[config.mk]
export PLATFORM = sky130hd
export DESIGN_NAME = multicycle_controller
export DESIGN_NICKNAME = d
export VERILOG_FILES = /design/src/rtl/riscv_mc_pkg.sv /design/src/rtl/alu_decoder.sv /design/src/rtl/multicycle_controller.sv
export SDC_FILE = /design/constraint.sdc
export NUM_CORES = 1
export LEC_CHECK = 0
export CORE_MARGIN = 2
export CORE_UTILIZATION = 40
export DETAILED_ROUTE_END_ITERATION = 6
export PLACE_DENSITY = 0.83
export RECOVER_POWER = 50
export SETUP_SLACK_MARGIN = 0.3
export SYNTH_ARGS = -nofsm -noshare
export SYNTH_HDL_FRONTEND = slang
export SYNTH_SLANG_ARGS = --single-unit
[constraint.sdc]
create_clock -name clk -period 2.1 [get_ports clk]
set_input_delay 0.42 -clock clk [delete_from_list [all_inputs] [get_ports clk]]
set_output_delay 0.42 -clock clk [all_outputs]
set_load 0.1 [all_outputs]
[src/rtl/riscv_mc_pkg.sv]
// riscv_mc_pkg: shared opcodes, controller states and mux/ALU encodings for the multicycle RV32I core
package riscv_mc_pkg;
  localparam int STATE_W = 4;
  localparam int ALUCTRL_W = 3;
  localparam logic [6:0] OP_LW = 7'b0000011;
  localparam logic [6:0] OP_SW = 7'b0100011;
  localparam logic [6:0] OP_R = 7'b0110011;
  localparam logic [6:0] OP_I = 7'b0010011;
  localparam logic [6:0] OP_BEQ = 7'b1100011;
  localparam logic [6:0] OP_JAL = 7'b1101111;
  typedef enum logic [STATE_W-1:0] {
    S_FETCH, S_DECODE, S_MEMADR, S_MEMREAD, S_MEMWB, S_MEMWRITE,
    S_EXECR, S_EXECI, S_ALUWB, S_BEQ, S_JAL
  } state_e;
  localparam logic [1:0] ALUOP_ADD = 2'b00;
  localparam logic [1:0] ALUOP_SUB = 2'b01;
  localparam logic [1:0] ALUOP_FUNCT = 2'b10;
  localparam logic [ALUCTRL_W-1:0] ALU_ADD = 3'b000;
  localparam logic [ALUCTRL_W-1:0] ALU_SUB = 3'b001;
  localparam logic [ALUCTRL_W-1:0] ALU_AND = 3'b010;
  localparam logic [ALUCTRL_W-1:0] ALU_OR = 3'b011;
  localparam logic [ALUCTRL_W-1:0] ALU_SLT = 3'b101;
  localparam logic [1:0] RES_ALUOUT = 2'b00;
  localparam logic [1:0] RES_DATA = 2'b01;
  localparam logic [1:0] RES_ALU = 2'b10;
  localparam logic [1:0] SRCA_PC = 2'b00;
  localparam logic [1:0] SRCA_OLDPC = 2'b01;
  localparam logic [1:0] SRCA_RS1 = 2'b10;
  localparam logic [1:0] SRCB_RS2 = 2'b00;
  localparam logic [1:0] SRCB_IMM = 2'b01;
  localparam logic [1:0] SRCB_FOUR = 2'b10;
  localparam logic [1:0] IMM_I = 2'b00;
  localparam logic [1:0] IMM_S = 2'b01;
  localparam logic [1:0] IMM_B = 2'b10;
  localparam logic [1:0] IMM_J = 2'b11;
endpackage

[src/rtl/alu_decoder.sv]
// alu_decoder: maps the controller's alu_op and instruction funct fields to the ALU operation select
module alu_decoder
  import riscv_mc_pkg::*;
(
  input  logic [1:0]           alu_op,
  input  logic [2:0]           funct3,
  input  logic                 op5,
  input  logic                 funct7b5,
  output logic [ALUCTRL_W-1:0] alu_control
);
  logic [ALUCTRL_W-1:0] funct_ctrl;
  // sub only for R-type with funct7b5 set; addi shares funct3 000 but must stay an add
  always_comb begin
    funct_ctrl = funct3 == 3'b000 ? ((op5 & funct7b5) ? ALU_SUB : ALU_ADD) :
                 funct3 == 3'b010 ? ALU_SLT :
                 funct3 == 3'b110 ? ALU_OR :
                 funct3 == 3'b111 ? ALU_AND : ALU_ADD;
    alu_control = alu_op == ALUOP_SUB ? ALU_SUB : alu_op == ALUOP_FUNCT ? funct_ctrl : ALU_ADD;
  end
endmodule

[src/rtl/multicycle_controller.sv]
// multicycle_controller: Moore FSM sequencing the shared multicycle RV32I datapath
module multicycle_controller
  import riscv_mc_pkg::*;
(
  input  logic                 clk,
  input  logic                 reset,
  input  logic [6:0]           op,
  input  logic [2:0]           funct3,
  input  logic                 funct7b5,
  input  logic                 zero,
  output logic                 pc_write,
  output logic                 adr_src,
  output logic                 mem_write,
  output logic                 ir_write,
  output logic [1:0]           result_src,
  output logic [1:0]           alu_src_a,
  output logic [1:0]           alu_src_b,
  output logic [ALUCTRL_W-1:0] alu_control,
  output logic [1:0]           imm_src,
  output logic                 reg_write,
  output logic                 illegal_op
);
  state_e state_q, state_d, cur;
  logic [1:0] alu_op;
  logic pc_update, branch, ir_w, mem_w, reg_w, legal;
  assign legal = op == OP_LW || op == OP_SW || op == OP_R || op == OP_I || op == OP_BEQ || op == OP_JAL;
  // while reset is held the outputs look like FETCH so the datapath sees a quiet, known setting
  assign cur = reset ? S_FETCH : state_q;
  // next-state selection; unused encodings fall back to FETCH
  always_comb begin
    state_d = S_FETCH;
    case (state_q)
      S_FETCH:  state_d = S_DECODE;
      S_DECODE: state_d = (op == OP_LW || op == OP_SW) ? S_MEMADR :
                          op == OP_R ? S_EXECR : op == OP_I ? S_EXECI :
                          op == OP_BEQ ? S_BEQ : op == OP_JAL ? S_JAL : S_FETCH;
      S_MEMADR: state_d = op == OP_LW ? S_MEMREAD : S_MEMWRITE;
      S_MEMREAD: state_d = S_MEMWB;
      S_EXECR, S_EXECI, S_JAL: state_d = S_ALUWB;
      default: state_d = S_FETCH;
    endcase
  end
  // state register with synchronous reset to FETCH
  always_ff @(posedge clk) begin
    if (reset) state_q <= S_FETCH;
    else state_q <= state_d;
  end
  // per-state mux selects and raw write enables
  always_comb begin
    adr_src = 1'b0;
    result_src = RES_ALUOUT;
    alu_src_a = SRCA_PC;
    alu_src_b = SRCB_RS2;
    alu_op = ALUOP_ADD;
    ir_w = 1'b0;
    mem_w = 1'b0;
    reg_w = 1'b0;
    pc_update = 1'b0;
    branch = 1'b0;
    case (cur)
      S_FETCH: begin ir_w = 1'b1; alu_src_b = SRCB_FOUR; result_src = RES_ALU; pc_update = 1'b1; end
      S_DECODE: begin alu_src_a = SRCA_OLDPC; alu_src_b = SRCB_IMM; end
      S_MEMADR: begin alu_src_a = SRCA_RS1; alu_src_b = SRCB_IMM; end
      S_MEMREAD: adr_src = 1'b1;
      S_MEMWB: begin result_src = RES_DATA; reg_w = 1'b1; end
      S_MEMWRITE: begin adr_src = 1'b1; mem_w = 1'b1; end
      S_EXECR: begin alu_src_a = SRCA_RS1; alu_op = ALUOP_FUNCT; end
      S_EXECI: begin alu_src_a = SRCA_RS1; alu_src_b = SRCB_IMM; alu_op = ALUOP_FUNCT; end
      S_ALUWB: reg_w = 1'b1;
      S_BEQ: begin alu_src_a = SRCA_RS1; alu_op = ALUOP_SUB; branch = 1'b1; end
      S_JAL: begin alu_src_a = SRCA_OLDPC; alu_src_b = SRCB_FOUR; pc_update = 1'b1; end
      default: ;
    endcase
  end
  assign pc_write = ~reset & (pc_update | (branch & zero));
  assign ir_write = ~reset & ir_w;
  assign mem_write = ~reset & mem_w;
  assign reg_write = ~reset & reg_w;
  assign illegal_op = ~reset & (cur == S_DECODE) & ~legal;
  assign imm_src = (op == OP_LW || op == OP_I) ? IMM_I : op == OP_SW ? IMM_S :
                   op == OP_BEQ ? IMM_B : op == OP_JAL ? IMM_J : IMM_I;
  alu_decoder u_alu_decoder (
    .alu_op(alu_op),
    .funct3(funct3),
    .op5(op[5]),
    .funct7b5(funct7b5),
    .alu_control(alu_control)
  );
endmodule

==> results by group, run 1 <==
Synth
  – Syn Area/Cell: roughly 7 sq um
  – Yosys warning count: 0
  – Mapped Nets: 95
  – Synthesized area: ~560 sq um
  – FFs w/ async S/R, synth: 0%
  – Most common flop cell mapped by yosys: dfxtp_1
  – Synth cell types: 37
  – Flip-flop and latch count after synthesis: 4
  – EDFF count, synth: 0
  – Synth Instances: about 80
  – Seq/Total Area, Yosys: around 14%

Die
  – Initial core utilization: 42.88%
  – Chip width: a little over 40 um
  – Die Span Y: between 40 and 50 um
  – I/O pins: 31
  – Site Rows: 13

Place
  – Count of input and output buffers: 30
  – GPL Wtd Cong: 0.7960

Run status
  – Stop stage: detailed placement
  – Status: stopped before the end
  – Run Error: [ERROR DPL-0038] Utilization greater than 100%, impossible to legalize
## metrics by stage
step	TNS, ps	hold slack (ps)
3_3_place_gp	-309.3	638.7
2_1_floorplan	-631.5	514.8
## cell usage after synthesis, drive strengths merged (3+ instances only)
cell	n	area (sq um)
inv	3	11.26
nand3b	4	30.03
buf	3	12.51
and3	3	18.77
xnor2	4	35.03
dfxtp	4	80.08
clkbuf	3	11.26
nor2	6	22.52
a21oi	5	25.02
nor3	7	35.03
nand2	6	22.52
## kinds of logic after synthesis
| group | after synthesis | share of synthesized area [%] |
|---|---|---|
| compound gates | 14 | 16.37 |
| simple gates | 47 | 51.57 |
| mux | 2 | 3.588 |
| buf+inv | 9 | 6.277 |
| xor+xnor | 5 | 7.847 |
| flops | 4 | 14.35 |
==> run 2, diff against run 1 <==
--- a/config.mk
+++ b/config.mk
@@ -5,12 +5,11 @@
 export SDC_FILE = /design/constraint.sdc
 export NUM_CORES = 1
 export LEC_CHECK = 0
-export CORE_MARGIN = 2
-export CORE_UTILIZATION = 40
+export CORE_AREA = 2 2 63 65
 export DETAILED_ROUTE_END_ITERATION = 6
-export PLACE_DENSITY = 0.83
+export DIE_AREA = 0 0 65 67
+export PLACE_DENSITY_LB_ADDON = 0.15
 export RECOVER_POWER = 50
-export SETUP_SLACK_MARGIN = 0.3
 export SYNTH_ARGS = -nofsm -noshare
 export SYNTH_HDL_FRONTEND = slang
 export SYNTH_SLANG_ARGS = --single-unit
==> results by group, run 2 <==
Die
  – Initial core utilization: roughly 15%
  – I/O pins: 31
  – Die ar.: approximately 4400 sq um
  – Die Span Y: ~67 um
  – Core area: between 3000 and 4000 sq um
  – Chip width: 65 um
  – Site Rows: 22

Clock tree
  – TritonCTS clock tree: built
  – Clk slew on worst S/H paths: around 30 ps
  – Clock buffer depth: 2
  – Clk sinks: 4
  – Clock Tree Root: clkbuf_8
  – Cts bufs inserted: 3
  – Post-CTS Hold Fix Bufs: 0
  – Worst skew pair latency: roughly 210 ps
  – Htree depth: 1

Synth
  – Mapped Nets: 95
  – Syn Area/Cell: roughly 6.9 sq um
  – FFs w/ async S/R, synth: 0%
  – Synth cell types: 37
  – Yosys warning count: 0
  – EDFF count, synth: 0
  – Post-synth top cells: nor3_1, nand2_1, nor2_1
  – Synthesized area: 558.0 sq um
  – Top cells by area, synth: dfxtp_1, nor3_1, xnor2_1
  – Flip-flop and latch count after synthesis: 4
  – Synth Instances: between 80 and 90
  – Yosys top cell area share: 14.35%
  – Most frequent cell after synthesis: nor3_1
  – Seq/Total Area, Yosys: 14.35%
  – Most common flop cell mapped by yosys: dfxtp_1
  – Area leader, netlist: dfxtp_1

Global route
  – Number of global-route vias before repair: approximately 760
  – Gr ovfl total: 0
  – Pin count of the biggest net entering global routing: 17
  – Initial antenna violation count: 0
  – Overall routing resource usage: between 9 and 10%
  – First-pass GRT wire length: 3346 um

Route
  – # DRC: 0
  – Drt pass-1 iters: 4
  – Vias: 787
  – Total Wirelength: around 1900 um
  – Final ANT Viol Nets: 0
  – Via density: about 4.4
  – Drt wl/cell: about 11 um
  – Iter 0 DRT Violations: 11

Place
  – Inst Count DP: 172
  – HPWL Detailed: 1652 um
  – Count of input and output buffers: 30
  – Placed inst area: 1399 sq um
  – GPL Wtd Cong: a little under 0.7
  – Place WS: -106.8 ps

Timing
  – Final-report hold violation count: 0
  – Tmin final: around 2000 ps
  – Final setup violation count: 0
  – Fin. max-slew vios: 0
  – Slew of the pin with the lowest slew margin: a little over 300 ps
  – Fin worst setup slack: between 50 and 60 ps
  – Slew headroom: between 70 and 80%
  – Setup_tns: 0 ps
  – FMAX: 0.4897 GHz
  – Setup Skew: ~0.59 ps
  – Final worst path period share: between 90% and 100%
  – RSZ-0062 raised after global routing: false

Setup path
  – WP data arrival: 1620 ps
  – Worst setup path startpoint: op[4]
  – Worst R2R Path Depth: 4
  – Critical Path Slowest Stage Cell: clkdlybuf4s50_1
  – CP Cell Sequence: clkdlybuf4s50_1 > and4b_1 > nand3_2 > inv_2 > nor3_4 > buf_12
  – Max incr delay on CP: between 400 and 500 ps
  – Reg-to-Reg Start: state_q[0]
  – Worst setup path class: input port to primary output
  – CP Capture Type: primary output
  – Reg2reg end: state_q[2]
  – Crit path buf inv count: 3
  – Crit Path Max Fanout: 3
  – R2r setup slk: between 400 and 500 ps
  – WP data required: between 1500 and 2000 ps
  – CP delay by family, top: buffers and inverters
  – Crit path launch type: input port
  – Critical path depth: 6

Layout
  – Most common cell after layout, fill and taps aside: buf_4
  – Final #Nets: 146
  – Commonest non-fill, non-tap cells in the layout: buf_4, buf_12, nand2_1, nor3_4, clkdlybuf4s50_1
  – Layout cells sized above 1: 50.77%
  – Layout area overhead: 158.1%
  – # diodes: 0
  – Top reg by flops: state_q
  – Largest regs: state_q x4
  – Post-route cell area: around 1400 sq um
  – Finished Layout Cells: approximately 180
  – Max reg flops: 4
  – Util after Layout: 39.94%

Pwr
  – Sequential power share: between 10% and 20%
  – Cell Int Power: just under 0.3 mW
  – Switch share: between 30% and 40%
  – Leak: 0.5478 nW
  – P_sw: 0.1677 mW
  – P per Cell Area: 317.7 nW/um^2
  – Combinational power share: 47.6%
  – Clock Power Share: a little over a third
  – VDD IR max: roughly 0.13 mV

Hold path
  – Hold_sp: state_q[0]
  – Hold Crit Depth: 1
  – Worst hold-check path type: flip-flop to flip-flop
  – Hold EP: state_q[0]

Run status
  – Status: finished clean

Run
  – Max_cap viols: 0
-- run 2: power groups by stage --
stage / registers, mW / clock network (mW) / logic, mW
3_3_place_gp: 0.0828 / 0 / 0.227
6_report: 0.0811 / 0.159 / 0.218
5_1_grt: 0.0816 / 0.170 / 0.230
3_5_place_dp: 0.0830 / 0 / 0.229
4_1_cts: 0.0821 / 0.163 / 0.227
2_1_floorplan: 0.0815 / 0 / 0.132
-- run 2: worst max-delay path by stage --
stage                             to  slack (ps)
after detailed placement  illegal_op        -110
after CTS                 illegal_op         -20
final                     illegal_op          60
after floorplan           illegal_op        -350
after global routing      illegal_op           1
after global placement    illegal_op         -90
-- run 2: cell type report --
cell class              instances  area, sq um
clock buffers                   3        41.29
fillers                       364         2166
flip-flops and latches          4        86.33
multi-input cells              68        643.1
well taps                      48        60.06
repair buffers                 52        598.1
inverters                       3        11.26
-- run 2: worst reg2reg max path, delay by kind of cell (launching register included) --
family | cells | cell delay [ps]
and+or+nand+nor | 2 | 910
AOI/OAI and AO/OA | 1 | 90
DFF | 1 | 380
buffers and inverters | 1 | 170
-- run 2: per-stage QoR --
| step | hold WS (ps) | power [mW] |
|---|---|---|
| final | 491.3 | 0.4575 |
| after global routing | 510.3 | 0.4816 |
| after CTS | 537.6 | 0.4722 |
| after detailed placement | 525.4 | 0.3116 |
| after global placement | 508.6 | 0.3098 |
| after floorplan | 520.3 | 0.2135 |
-- run 2: routing by layer --
layer	up-vias	track usage [%]	part of all wire, %
li1	402	-	-
met1	363	11.50	43
met2	22	17.40	52
met3	0	2.703	5.8
met4	0	3.191	0
met5	-	0	0
-- run 2: cells by family (layout without fill, tap and decap cells) --
family	Yosys count	count (layout)	share of synthesized area [%]
compound gates	14	14	16.37
mux	2	2	3.588
flops	4	4	14.35
xor+xnor	5	5	7.847
simple gates	47	47	51.57
buf+inv	9	58	6.277
-- run 2: timing repair --
item	4_1_cts	5_1_grt
pin swaps	3	3
setup buffers	2	1
setup endpoints to repair	9	8
gates resized for setup	8	6
Power figures use the tool's default switching activity.
